===== config.mk =====
export PLATFORM = sky130hd
export DESIGN_NAME = poll_result_unit
export DESIGN_NICKNAME = d
export VERILOG_FILES = /design/src/rtl/poll_result_unit.sv
export SDC_FILE = /design/constraint.sdc
export NUM_CORES = 1
export LEC_CHECK = 0
export ABC_AREA = 1
export BUFFER_PORTS_ARGS = -buffer_cell sky130_fd_sc_hd__buf_2
export CAP_MARGIN = 10
export CORE_ASPECT_RATIO = 0.8
export CORE_MARGIN = 4
export CORE_UTILIZATION = 62
export CTS_CLUSTER_DIAMETER = 200
export CTS_CLUSTER_SIZE = 30
export DETAILED_ROUTE_END_ITERATION = 10
export PLACE_DENSITY = 0.94
export RECOVER_POWER = 100
export SLEW_MARGIN = 20
export SYNTH_ARGS = -nofsm -noshare
export SYNTH_HDL_FRONTEND = slang
export SYNTH_SLANG_ARGS = --single-unit

===== constraint.sdc =====
create_clock -name clock -period 5.55 [get_ports clock]
set_clock_uncertainty 0.05 [all_clocks]
set_input_delay 0 -clock clock [delete_from_list [all_inputs] [get_ports clock]]
set_output_delay 0 -clock clock [all_outputs]
set_load 0.1 [all_outputs]

===== src/rtl/poll_result_unit.sv =====
`default_nettype none
// ============================================================================
// Module      : poll_result_unit
// Description : End-of-poll results stage. Snapshots four tallies, scans one
//               candidate per clock, presents winner/total/tie behind valid/ack.
// Revision    : 1.0  initial release
// ============================================================================
module poll_result_unit (
    input  logic       clock,
    input  logic       reset,
    input  logic       close_poll,
    input  logic [7:0] cand1_votes,
    input  logic [7:0] cand2_votes,
    input  logic [7:0] cand3_votes,
    input  logic [7:0] cand4_votes,
    input  logic       result_ack,
    output logic       busy,
    output logic       result_valid,
    output logic [1:0] winner_id,
    output logic [7:0] winner_votes,
    output logic [9:0] total_votes,
    output logic       tie,
    output logic       no_votes
);

    localparam logic [1:0] ST_IDLE = 2'd0;
    localparam logic [1:0] ST_SCAN = 2'd1;
    localparam logic [1:0] ST_DONE = 2'd2;

    logic [1:0] state;
    logic [7:0] snap [4];
    logic [1:0] idx;
    logic [7:0] best;
    logic [1:0] best_id;
    logic [9:0] sum;
    logic       tie_run;

    logic [7:0] cur;
    logic [7:0] nxt_best;
    logic [1:0] nxt_id;
    logic [9:0] nxt_sum;
    logic       nxt_tie;

    // Running max/sum update for the candidate at idx; lowest index keeps ties.
    always_comb begin
        cur      = snap[idx];
        nxt_best = best;
        nxt_id   = best_id;
        nxt_sum  = sum + {2'b00, cur};
        nxt_tie  = tie_run;
        if (idx == 2'd0) begin
            nxt_best = cur;
            nxt_id   = 2'd0;
            nxt_sum  = {2'b00, cur};
            nxt_tie  = 1'b0;
        end else if (cur > best) begin
            nxt_best = cur;
            nxt_id   = idx;
            nxt_tie  = 1'b0;
        end else if (cur == best) begin
            nxt_tie  = 1'b1;
        end
    end

    always_ff @(posedge clock) begin
        if (reset) begin
            state        <= ST_IDLE;
            snap[0]      <= 8'd0;
            snap[1]      <= 8'd0;
            snap[2]      <= 8'd0;
            snap[3]      <= 8'd0;
            idx          <= 2'd0;
            best         <= 8'd0;
            best_id      <= 2'd0;
            sum          <= 10'd0;
            tie_run      <= 1'b0;
            busy         <= 1'b0;
            result_valid <= 1'b0;
            winner_id    <= 2'd0;
            winner_votes <= 8'd0;
            total_votes  <= 10'd0;
            tie          <= 1'b0;
            no_votes     <= 1'b0;
        end else begin
            case (state)
                ST_IDLE: begin
                    if (close_poll) begin
                        snap[0] <= cand1_votes;
                        snap[1] <= cand2_votes;
                        snap[2] <= cand3_votes;
                        snap[3] <= cand4_votes;
                        idx     <= 2'd0;
                        best    <= 8'd0;
                        best_id <= 2'd0;
                        sum     <= 10'd0;
                        tie_run <= 1'b0;
                        busy    <= 1'b1;
                        state   <= ST_SCAN;
                    end
                end
                ST_SCAN: begin
                    best    <= nxt_best;
                    best_id <= nxt_id;
                    sum     <= nxt_sum;
                    tie_run <= nxt_tie;
                    idx     <= idx + 2'd1;
                    if (idx == 2'd3) begin
                        winner_id    <= nxt_id;
                        winner_votes <= nxt_best;
                        total_votes  <= nxt_sum;
                        no_votes     <= (nxt_sum == 10'd0);
                        tie          <= nxt_tie & (nxt_sum != 10'd0);
                        result_valid <= 1'b1;
                        state        <= ST_DONE;
                    end
                end
                ST_DONE: begin
                    if (result_ack) begin
                        result_valid <= 1'b0;
                        busy         <= 1'b0;
                        state        <= ST_IDLE;
                    end
                end
                default: begin
                    result_valid <= 1'b0;
                    busy         <= 1'b0;
                    state        <= ST_IDLE;
                end
            endcase
        end
    end

endmodule
`default_nettype wire


# After elaboration in Yosys (flattened, before gate mapping)
# Memory sizes are Yosys's and may differ from the RTL's. A register that Yosys moved wholly into a read port is not among the register bits.
# Cells that the tools add are included.
[totals] regBits=49 ram_bits=32 in_bits=36 output_inout_bits=24 elab_cells=79 memories=1
[mem_list] memory="snap" words=4 width=8 rd=1 rd_ports_with_merged_regs=1 wr=4 line="31" rtl="logic [7:0] snap [4];"
[classes] addsub=2 order_cmp=1 n_eq_ne=7 n_mux=38 n_bitwise=7 n_reduce_logical=10
[ops] cell="$mux W8" n=7
[ops] cell="$mux W10" n=2
[ops] cell="$pmux W10 S2" n=1
[ops] cell="$mux W2" n=8
[ops] cell="$pmux W8 S2" n=1
[ops] cell="$mux W1" n=13
[ops] cell="$add A10 B8 Y10" n=1
[ops] cell="$logic_not A10 Y1" n=1
[ops] cell="$reduce_bool A10 Y1" n=1
[ops] cell="$reduce_and A3 Y1" n=3
[ops] cell="$eq A8 B8 Y1" n=1
[ops] cell="$gt A8 B8 Y1" n=1
[ops] cell="$pmux W2 S2" n=2
[ops] cell="$ne A2 B2 Y1 const B" n=3
[ops] cell="$pmux W1 S3" n=2
[ops] cell="$pmux W2 S3" n=1
[ops] cell="$eq A2 B2 Y1 const B" n=2
[ops] cell="$logic_not A2 Y1" n=2
[ops] cell="$or A1 B1 Y1" n=4
[ops] cell="$reduce_and A2 Y1" n=2
[ops] cell="$add A2 B1 Y2 const B" n=1
[ops] cell="$eq A2 B1 Y1 const B" n=1
[ops] cell="$not A1 Y1" n=2
[ops] cell="$pmux W1 S2" n=1
[ops] cell="other kinds (2)" n=2

# Longest topological paths before layout
# Gate-level depths: netlist of run 1.
[logic_depth] ltp_word=5 depth_mapped=20 ltp_nobuf=18

# Least setup slack after synthesis of run 1
# No wires, ideal clock.
[synth_timing] kind="register to register" startpoint="register with a tool-made name" endpoint="register tie" setup_time_ns=0.132 arrival_ns=2.092 required_ns=5.368 slack_ns=3.276 stages_incl_launch_ff=15 n_path_buf=1 synth_period_minus_slack_ns=2.274 path_cell_list="dfxtp_1 > buf_2 > clkinv_2 > nand3_1 > nand2_2 > inv_1 > ha_1 > fa_1 > or2_1 > nand2_1 > nand3_1 > nor2_2 > nand3_1 > o21ai_1 > a21oi_1"
[synth_lines] element="end signal: assignment" line="112" rtl="tie <= nxt_tie & (nxt_sum != 10'd0);"
[synth_lines] element="end: declaration" line="22" rtl="output logic tie,"

# Worst setup path after layout of run 1
[layout_timing] startpoint="register state[0]" endpoint="register tie"
[layout_via] elab_chain_cells=2
[layout_rtl] element="start: declaration" line="30" rtl="logic [1:0] state;"
[layout_rtl] element="start signal: assignment" line="67" rtl="state <= ST_IDLE;"
[layout_rtl] element="start signal: assignment" line="98" rtl="state <= ST_SCAN;"
[layout_rtl] element="start signal: assignment" line="114" rtl="state <= ST_DONE;"
[layout_rtl] element="$eq A2 B1 Y1" line="85" rtl="case (state)"
[layout_rtl] element="$reduce_and A2 Y1 (no line)"
# No other way between the ends.
# A chain may end at the register's enable or synchronous reset.

==> key figures, run 1 <==
Run status
  – Run status: finished with violations
  – Failing checks: max-capacitance violations, max-slew violations

Finish
  – Most used cells in the layout excluding fill and tap cells: sky130_fd_sc_hd__nand2_1, sky130_fd_sc_hd__inv_1, sky130_fd_sc_hd__nand3_1
  – Number of nets in the layout: 723
  – Final cell count without fillers: between 700 and 800
  – Most common cell after layout, fill and taps aside: sky130_fd_sc_hd__nand2_1
  – ANT cells: 0
  – Share of layout cells above drive strength 1: 0.0966
  – Synth-to-layout area growth: 18.6%
  – Number of filler cells placed in the layout: slightly below 500

Job
  – Max_cap viols: 3

Routing
  – Total iterations of the first detailed-routing run: 6
  – Routed length per instance: between 15 and 20 µm
  – Routed via count: roughly 4200
  – Initial DRC count: approximately 340
  – Final WL: between 10000 and 15000 µm
  – Routed vias/inst: 5.59
  – Number of nets with antenna violations after detailed routing: 0
  – DRC violations left: 0

Timing
  – Slew margin rel.: -0.322
  – Period Utilization, post-route: 0.779
  – Worst Max-Slew Pin Slew: slightly below 2 ns
  – Crit path time final: roughly 4.3 ns
  – Upper clock frequency limit: about 230 MHz
  – Final hold slack: approximately 0.43 ns
  – Setup repair after global routing missed its margin: false
  – Final count of hold timing violations: 0
  – Final Setup Violations: 0
  – Count of final max-slew check failures: 95
  – Sum of negative setup slack: 0 ns

GRT
  – GRT overflow: 0
  – Pin count of the biggest net entering global routing: 44
  – Via count of the first global-routing pass: about 4000
  – Wire length of the first global-routing pass: 19500 µm
  – Total global routing track utilization: 0.293
  – Number of antenna violations at the first check in global routing: 0

Placement
  – # placed instances: 710
  – Global placer's final weighted congestion: 0.919
  – Count of input and output buffers: between 50 and 60
  – DPL Wire Length: 7450 µm

Floorplan
  – DIE HEIGHT: 83.1 µm
  – X dimension of the die: between 100 and 150 µm
  – Die area: approximately 0.0085 mm²
  – Starting Density: 0.637
  – Standard cell core area: around 0.007 mm²
  – Core Rows: 27
  – Top-level port count: 60

Logic synthesis
  – Number of warnings reported in the yosys synthesis log: 0
  – EDFF count, synth: 32
  – Synthesized Nets: between 600 and 700
  – Distinct cells, synth: 28
  – Synth Register Bits: between 80 and 90
  – Sequential-to-total area share from yosys stat: 0.454
  – Average footprint of a synthesized cell: 7.44 µm²
  – Dominant synthesized flop cell: sky130_fd_sc_hd__dfxtp_1
  – Share of flip-flops with an asynchronous set or reset: 0
  – Cell count after synthesis: 587
  – Synth Cell Area: between 0.004 and 0.005 mm²

Worst setup path
  – Data arrival time of the critical path: around 4.6 ns
  – Category of the critical setup timing path: register to register
  – Highest net fanout along the worst path: 43
  – Element type at the critical path start: register
  – Register-to-register path setup slack: 1.23 ns
  – Number of cells on the worst reg-to-reg path: 9
  – Critical R2R Launch: state[0]
  – Endpoint required time on the critical path: 5.78 ns
  – Capturing element type of the critical path: register
  – Capturing point of the worst reg2reg path: tie

CTS
  – Number of H-tree branching levels: 3
  – Cells resized by post-CTS repair: 0
  – Clock root cell: sky130_fd_sc_hd__clkbuf_8
  – Sink count of the clock tree: a little over 80
  – Setup repair bufs after CTS: 0
  – Latest clock arrival within the worst-skew pair: 0.36 ns
  – Number of buffers inserted during clock tree synthesis: 9
  – Buffer levels on the longest clock path: 2
  – CTS tree: built
  – Reg clk slew, reported paths: ~0.090 ns

Min path
  – Worst Hold End: best_id[0]
  – Worst hold start: best_id[0]
  – Type of the most critical hold path: register to register
  – Hold Crit Depth: 2

Power and ir drop
  – Worst ir drop on vdd: ~240 µV
  – Power per standard cell area: a little under 300 mW/mm²
  – Total Power Consumption: 1540 µW
  – Leakage power total: around 0.0025 µW
==> worst max-delay path, cell delays in order, from the launching register on <==
cell and delay (ns):
sky130_fd_sc_hd__dfxtp_1 0.38, sky130_fd_sc_hd__inv_1 0.07, sky130_fd_sc_hd__nor2_1 1.45, sky130_fd_sc_hd__inv_2 0.13, sky130_fd_sc_hd__nor2_2 0.14, sky130_fd_sc_hd__clkbuf_1 1.18
sky130_fd_sc_hd__inv_1 0.42, sky130_fd_sc_hd__nor2_1 0.19, sky130_fd_sc_hd__o21ai_0 0.09, sky130_fd_sc_hd__a21oi_1 0.12
==> routing by layer <==
layer	GRT usage	vias to the layer above	wire length (µm)
met5	0	-	0
met1	0.381	1964	5000
met4	0.0787	0	336
met2	0.494	218	5870
met3	0.0655	40	770
li1	-	2026	-
==> state kept, by name (all words and copies together), names as in the netlist, named ones only <==
name and cells:
best 8, best_id 2, busy 1, idx 2
no_votes 1, result_valid 1, snap 32, state 2
sum 10, tie 1, tie_run 1, total_votes 10
winner_id 2, winner_votes 8
==> timing repair <==
item / in CTS / in global routing
hold buffers: 34 / 0
endpoints found under the hold margin: 34 / 0
setup endpoints to repair: 0 / 0
==> kinds of logic (layout without fill, tap and decap cells) <==
logic type	after synthesis	count (layout)	synth area share
AOI/OAI and AO/OA	67	67	0.0888
DFF	83	83	0.454
adders and majority gates	19	19	0.0561
and+or+nand+nor	295	295	0.286
buffers and inverters	123	209	0.115
==> synthesized netlist by cell type (all sizes together), types with 10 or more instances <==
library cell | instances | share of area
nand2 | 165 | 0.15
inv | 98 | 0.085
nand3 | 66 | 0.076
nor2 | 53 | 0.048
dfxtp | 51 | 0.23
a21oi | 36 | 0.041
edfxtp | 32 | 0.22
ha | 18 | 0.052
o211ai | 16 | 0.028
buf | 14 | 0.020
clkbuf | 10 | 0.0086
o21ai | 10 | 0.011
==> metrics by stage <==
| stage | worst slack [ns] | util | cell area [µm²] |
|---|---|---|---|
| 2_1_floorplan | 3.28 | - | 4370 |
| 3_3_place_gp | 2.54 | 0.679 | 4660 |
| 3_5_place_dp | 2.40 | 0.679 | 4660 |
| 4_1_cts | 2.29 | 0.762 | 5220 |
| 5_1_grt | 1.02 | 0.755 | 5180 |
| 6_report | 1.23 | 0.755 | 5180 |
==> power breakdown <==
part / switching (µW) / internal, µW / leakage, µW
logic: 244 / 113 / 0.00164
clock network: 238 / 257 / 0.000109
registers: 20.2 / 668 / 0.000760
total: 502 / 1040 / 0.00251
==> cell type report <==
class	count	area, µm²	share of cell area
Sequential cell	83	1980	0.383
Tap cell	87	109	0.0210
Inverter	99	374	0.0722
Multi-Input combinational cell	381	1880	0.363
Clock buffer	9	124	0.0239
Clock inverter	7	100	0.0193
Timing Repair Buffer	94	608	0.117
==> worst max-delay path by stage <==
stage                           end  cells past startpoint      from  slack [ns]
global placement    winner_votes[1]                     17  register        2.54
CTS                 winner_votes[1]                     17  register        2.29
global route                    tie                      9  state[0]        1.02
floorplan                       tie                     14  register        3.28
finish                          tie                      9  state[0]        1.23
detailed placement  winner_votes[3]                     17  register        2.40
Note: power is estimated with default switching activity, not from simulation.
==> inputs of run 2 (changes only) <==
Settings changed: CORE_UTILIZATION 62 to 58, PLACE_DENSITY 0.94 to 0.89.
Clock period 5.55 ns to 4.1 ns, I/O delays scaled along.
==> run 2 against run 1 <==
Net effect: the flow still finishes with violations (max-capacitance violations, max-slew violations); fmax increased by 25%; via count decreased by 1.3%; global-route usage decreased by 3.2 points; first-iteration DRC count decreased by 3.5%; non-clock buffer count increased by 2; hold slack got worse by 0.048 ns; power increased by 32%; clock power increased by 28%; routed wire length decreased by 7.5%; combinational power increased by 32%; final area about the same.
==> key figures, run 2 (synthesized netlist as in run 1, its figures left out) <==
Run status
  – Run status: finished with violations
  – Failing checks: max-capacitance violations, max-slew violations

Routing
  – Highest layer used for signal routing: met4
  – Final WL: 11100 µm (-7.5%)
  – Total iterations of the first detailed-routing run: 5 (-1)
  – Routed vias/inst: 5.48 (-2.0%)
  – DRC violations left: 0 (unchanged)
  – Number of nets with antenna violations after detailed routing: 0 (unchanged)
  – Metal1 wirelength: 4390 µm (-12%)
  – Routed wire length on met2: 5430 µm (-7.6%)
  – Routed length per instance: 14.5 µm (-8.1%)
  – Initial DRC count: 331 (-3.5%)
  – Routed via count: 4192 (-1.3%)
  – Detail Route met3 WL: 893 µm (+16%)

Worst setup path
  – Highest net fanout along the worst path: 17 (-60%)
  – Most common cell on crit path: sky130_fd_sc_hd__nand2_1
  – Number of cells on the worst reg-to-reg path: 15 (+6)
  – Category of the critical setup timing path: register to register
  – Cell at the slowest stage of the critical path: sky130_fd_sc_hd__dfxtp_1
  – Endpoint required time on the critical path: 4.32 ns (-1.46 ns)
  – Register-to-register path setup slack: 0.65 ns (-0.58 ns)
  – Largest stage delay, worst path: 0.73 ns (-0.72 ns)
  – Count of buffer and inverter cells on the critical path: 2 (-2)
  – Ordered cell list for the critical path: inv_4 -> nand2_1 -> nand3_1 -> nand2_1 -> inv_1 -> ha_1 -> a21oi_1 -> o21ai_0 -> nand2_1 -> nand3_1 -> nand2_1 -> nand2_1 -> nand2_1 -> nand3_1 -> a21oi_1
  – Capturing point of the worst reg2reg path: best[0]
  – Family with the most delay on the worst path: simple AND/OR/NAND/NOR gates
  – Capturing element type of the critical path: register
  – Data arrival time of the critical path: 3.67 ns (-0.88 ns)
  – Element type at the critical path start: register

CTS
  – Cts hold-fix bufs: 34 (unchanged)
  – CTS tree: built
  – Number of buffers inserted during clock tree synthesis: 9 (unchanged)
  – Number of H-tree branching levels: 3 (unchanged)
  – Reg clk slew, reported paths: 0.10 ns (about the same)
  – Clock root cell: sky130_fd_sc_hd__clkbuf_8
  – Sink count of the clock tree: 83 (unchanged)
  – Cells resized by post-CTS repair: 0 (unchanged)
  – Setup repair bufs after CTS: 0 (unchanged)
  – Buffer levels on the longest clock path: 2 (unchanged)
  – Latest clock arrival within the worst-skew pair: 0.37 ns (about the same)

Floorplan
  – Starting Density: 0.594 (-0.0432)
  – Standard cell core area: 0.00736 mm² (+7.3%)
  – X dimension of the die: 105 µm (+3.1%)
  – DIE HEIGHT: 85.6 µm (+3.1%)
  – Top-level port count: 60 (unchanged)
  – Die area: 0.00899 mm² (+6.3%)
  – Core Rows: 28 (+3.7%)

Timing
  – Setup repair after global routing missed its margin: false
  – Period Utilization, post-route: 0.841 (+0.0623)
  – Crit path time final: 3.45 ns (-0.874 ns)
  – Final count of hold timing violations: 0 (unchanged)
  – Final Setup Violations: 0 (unchanged)
  – Worst Max-Slew Pin Slew: 1.68 ns (-0.297 ns)
  – Sum of negative setup slack: 0 ns (unchanged)
  – Slew margin rel.: -0.119 (+0.203)
  – Upper clock frequency limit: 290 MHz (+25%)
  – Count of final max-slew check failures: 57 (-40%)

Finish
  – Most common cell after layout, fill and taps aside: sky130_fd_sc_hd__nand2_1
  – Register name with the most flops: snap
  – Register area: 0.00198 mm² (unchanged)
  – Number of filler cells placed in the layout: 559 (+16%)
  – Largest register FFs: 32 (unchanged)
  – Registers with the highest flip-flop counts: snap x32, sum x10, total_votes x10
  – ANT cells: 0 (unchanged)
  – Most used cells in the layout excluding fill and tap cells: sky130_fd_sc_hd__nand2_1, sky130_fd_sc_hd__inv_1, sky130_fd_sc_hd__nand3_1
  – Final cell count without fillers: 765 (+0.66%)
  – Combined area of the multi-input logic cells: 0.00187 mm² (-0.66%)
  – Share of layout cells above drive strength 1: 0.0904 (-0.00621)
  – Number of nets in the layout: 725 (+0.28%)
  – Synth-to-layout area growth: 18.5% (about the same)
  – Area of all placed cells without fillers: 0.00518 mm² (about the same)

GRT
  – Number of antenna violations at the first check in global routing: 0 (unchanged)
  – Total global routing track utilization: 0.261 (-0.0323)
  – Wire length of the first global-routing pass: 18700 µm (-4.2%)
  – Pin count of the biggest net entering global routing: 39 (-11%)
  – Via count of the first global-routing pass: 4079 (-0.51%)
  – GRT overflow: 0 (unchanged)

Placement
  – Count of input and output buffers: 59 (unchanged)
  – Global placer's final weighted congestion: 0.968 (+5.3%)
  – # placed instances: 715 (+0.70%)
  – DPL Wire Length: 7500 µm (+0.65%)
  – Placed standard-cell area: 0.00467 mm² (+0.35%)

Min path
  – Worst Hold End: best[5]
  – Hold Crit Depth: 2 (unchanged)
  – Worst hold start: reset
  – Type of the most critical hold path: primary input to register

Job
  – Max_cap viols: 2 (-1)

Power and ir drop
  – Power per standard cell area: 394 mW/mm² (+32%)
  – Worst ir drop on vdd: 265 µV (+8.2%)
  – Leakage power total: 0.00251 µW (+0.23%)
==> run 2: changes by cell type in the layout (fill, tap and decap cells not counted), sizes merged <==
cell	delta
buf	+1
clkinv	-1
clkbuf	+1
bufinv	-1
clkinvlp	-1
inv	+3
==> run 2: cell type report <==
| class | count | share of cell area |
|---|---|---|
| clock buffers | 9 | 0.0239 |
| clock inverters | 7 | 0.0181 |
| inverters | 99 | 0.0725 |
| multi-input cells | 381 | 0.361 |
| flip-flops and latches | 83 | 0.383 |
| well taps | 90 | 0.0218 |
| repair buffers | 96 | 0.120 |
==> run 2: how the worst max path moves through the flow <==
stage                   from               to  cells after the start  slack (ns)
finish              register          best[0]                     15        0.65
global placement    register  winner_votes[3]                     17        1.11
detailed placement  register  winner_votes[0]                     17        0.95
floorplan           register              tie                     14        1.83
CTS                 register  winner_votes[0]                     17        0.89
global route        register  winner_votes[2]                     17        0.33
==> run 2: report_power, final <==
part | total, µW | switching (µW) | internal (µW)
clock | 635 | 336 | 299
combinational | 470 | 318 | 152
sequential | 932 | 27.6 | 905
total | 2040 | 682 | 1360
==> run 2: layer usage <==
metal / GRT usage / vias to the layer above
li1: - / 2035
met2: 0.448 / 205
met1: 0.315 / 1913
met3: 0.0617 / 39
met5: 0 / -
met4: 0.117 / 0
==> run 2: stage by stage <==
step / setup slack [ns] / utilization / hold slack (ns) / total power, µW
2_1_floorplan: 1.83 / - / 0.158 / 1280
3_3_place_gp: 1.11 / 0.635 / 0.248 / 1360
3_5_place_dp: 0.951 / 0.635 / 0.251 / 1380
4_1_cts: 0.890 / 0.711 / 0.0589 / 2040
5_1_grt: 0.325 / 0.704 / 0.418 / 2140
6_report: 0.651 / 0.704 / 0.379 / 2040
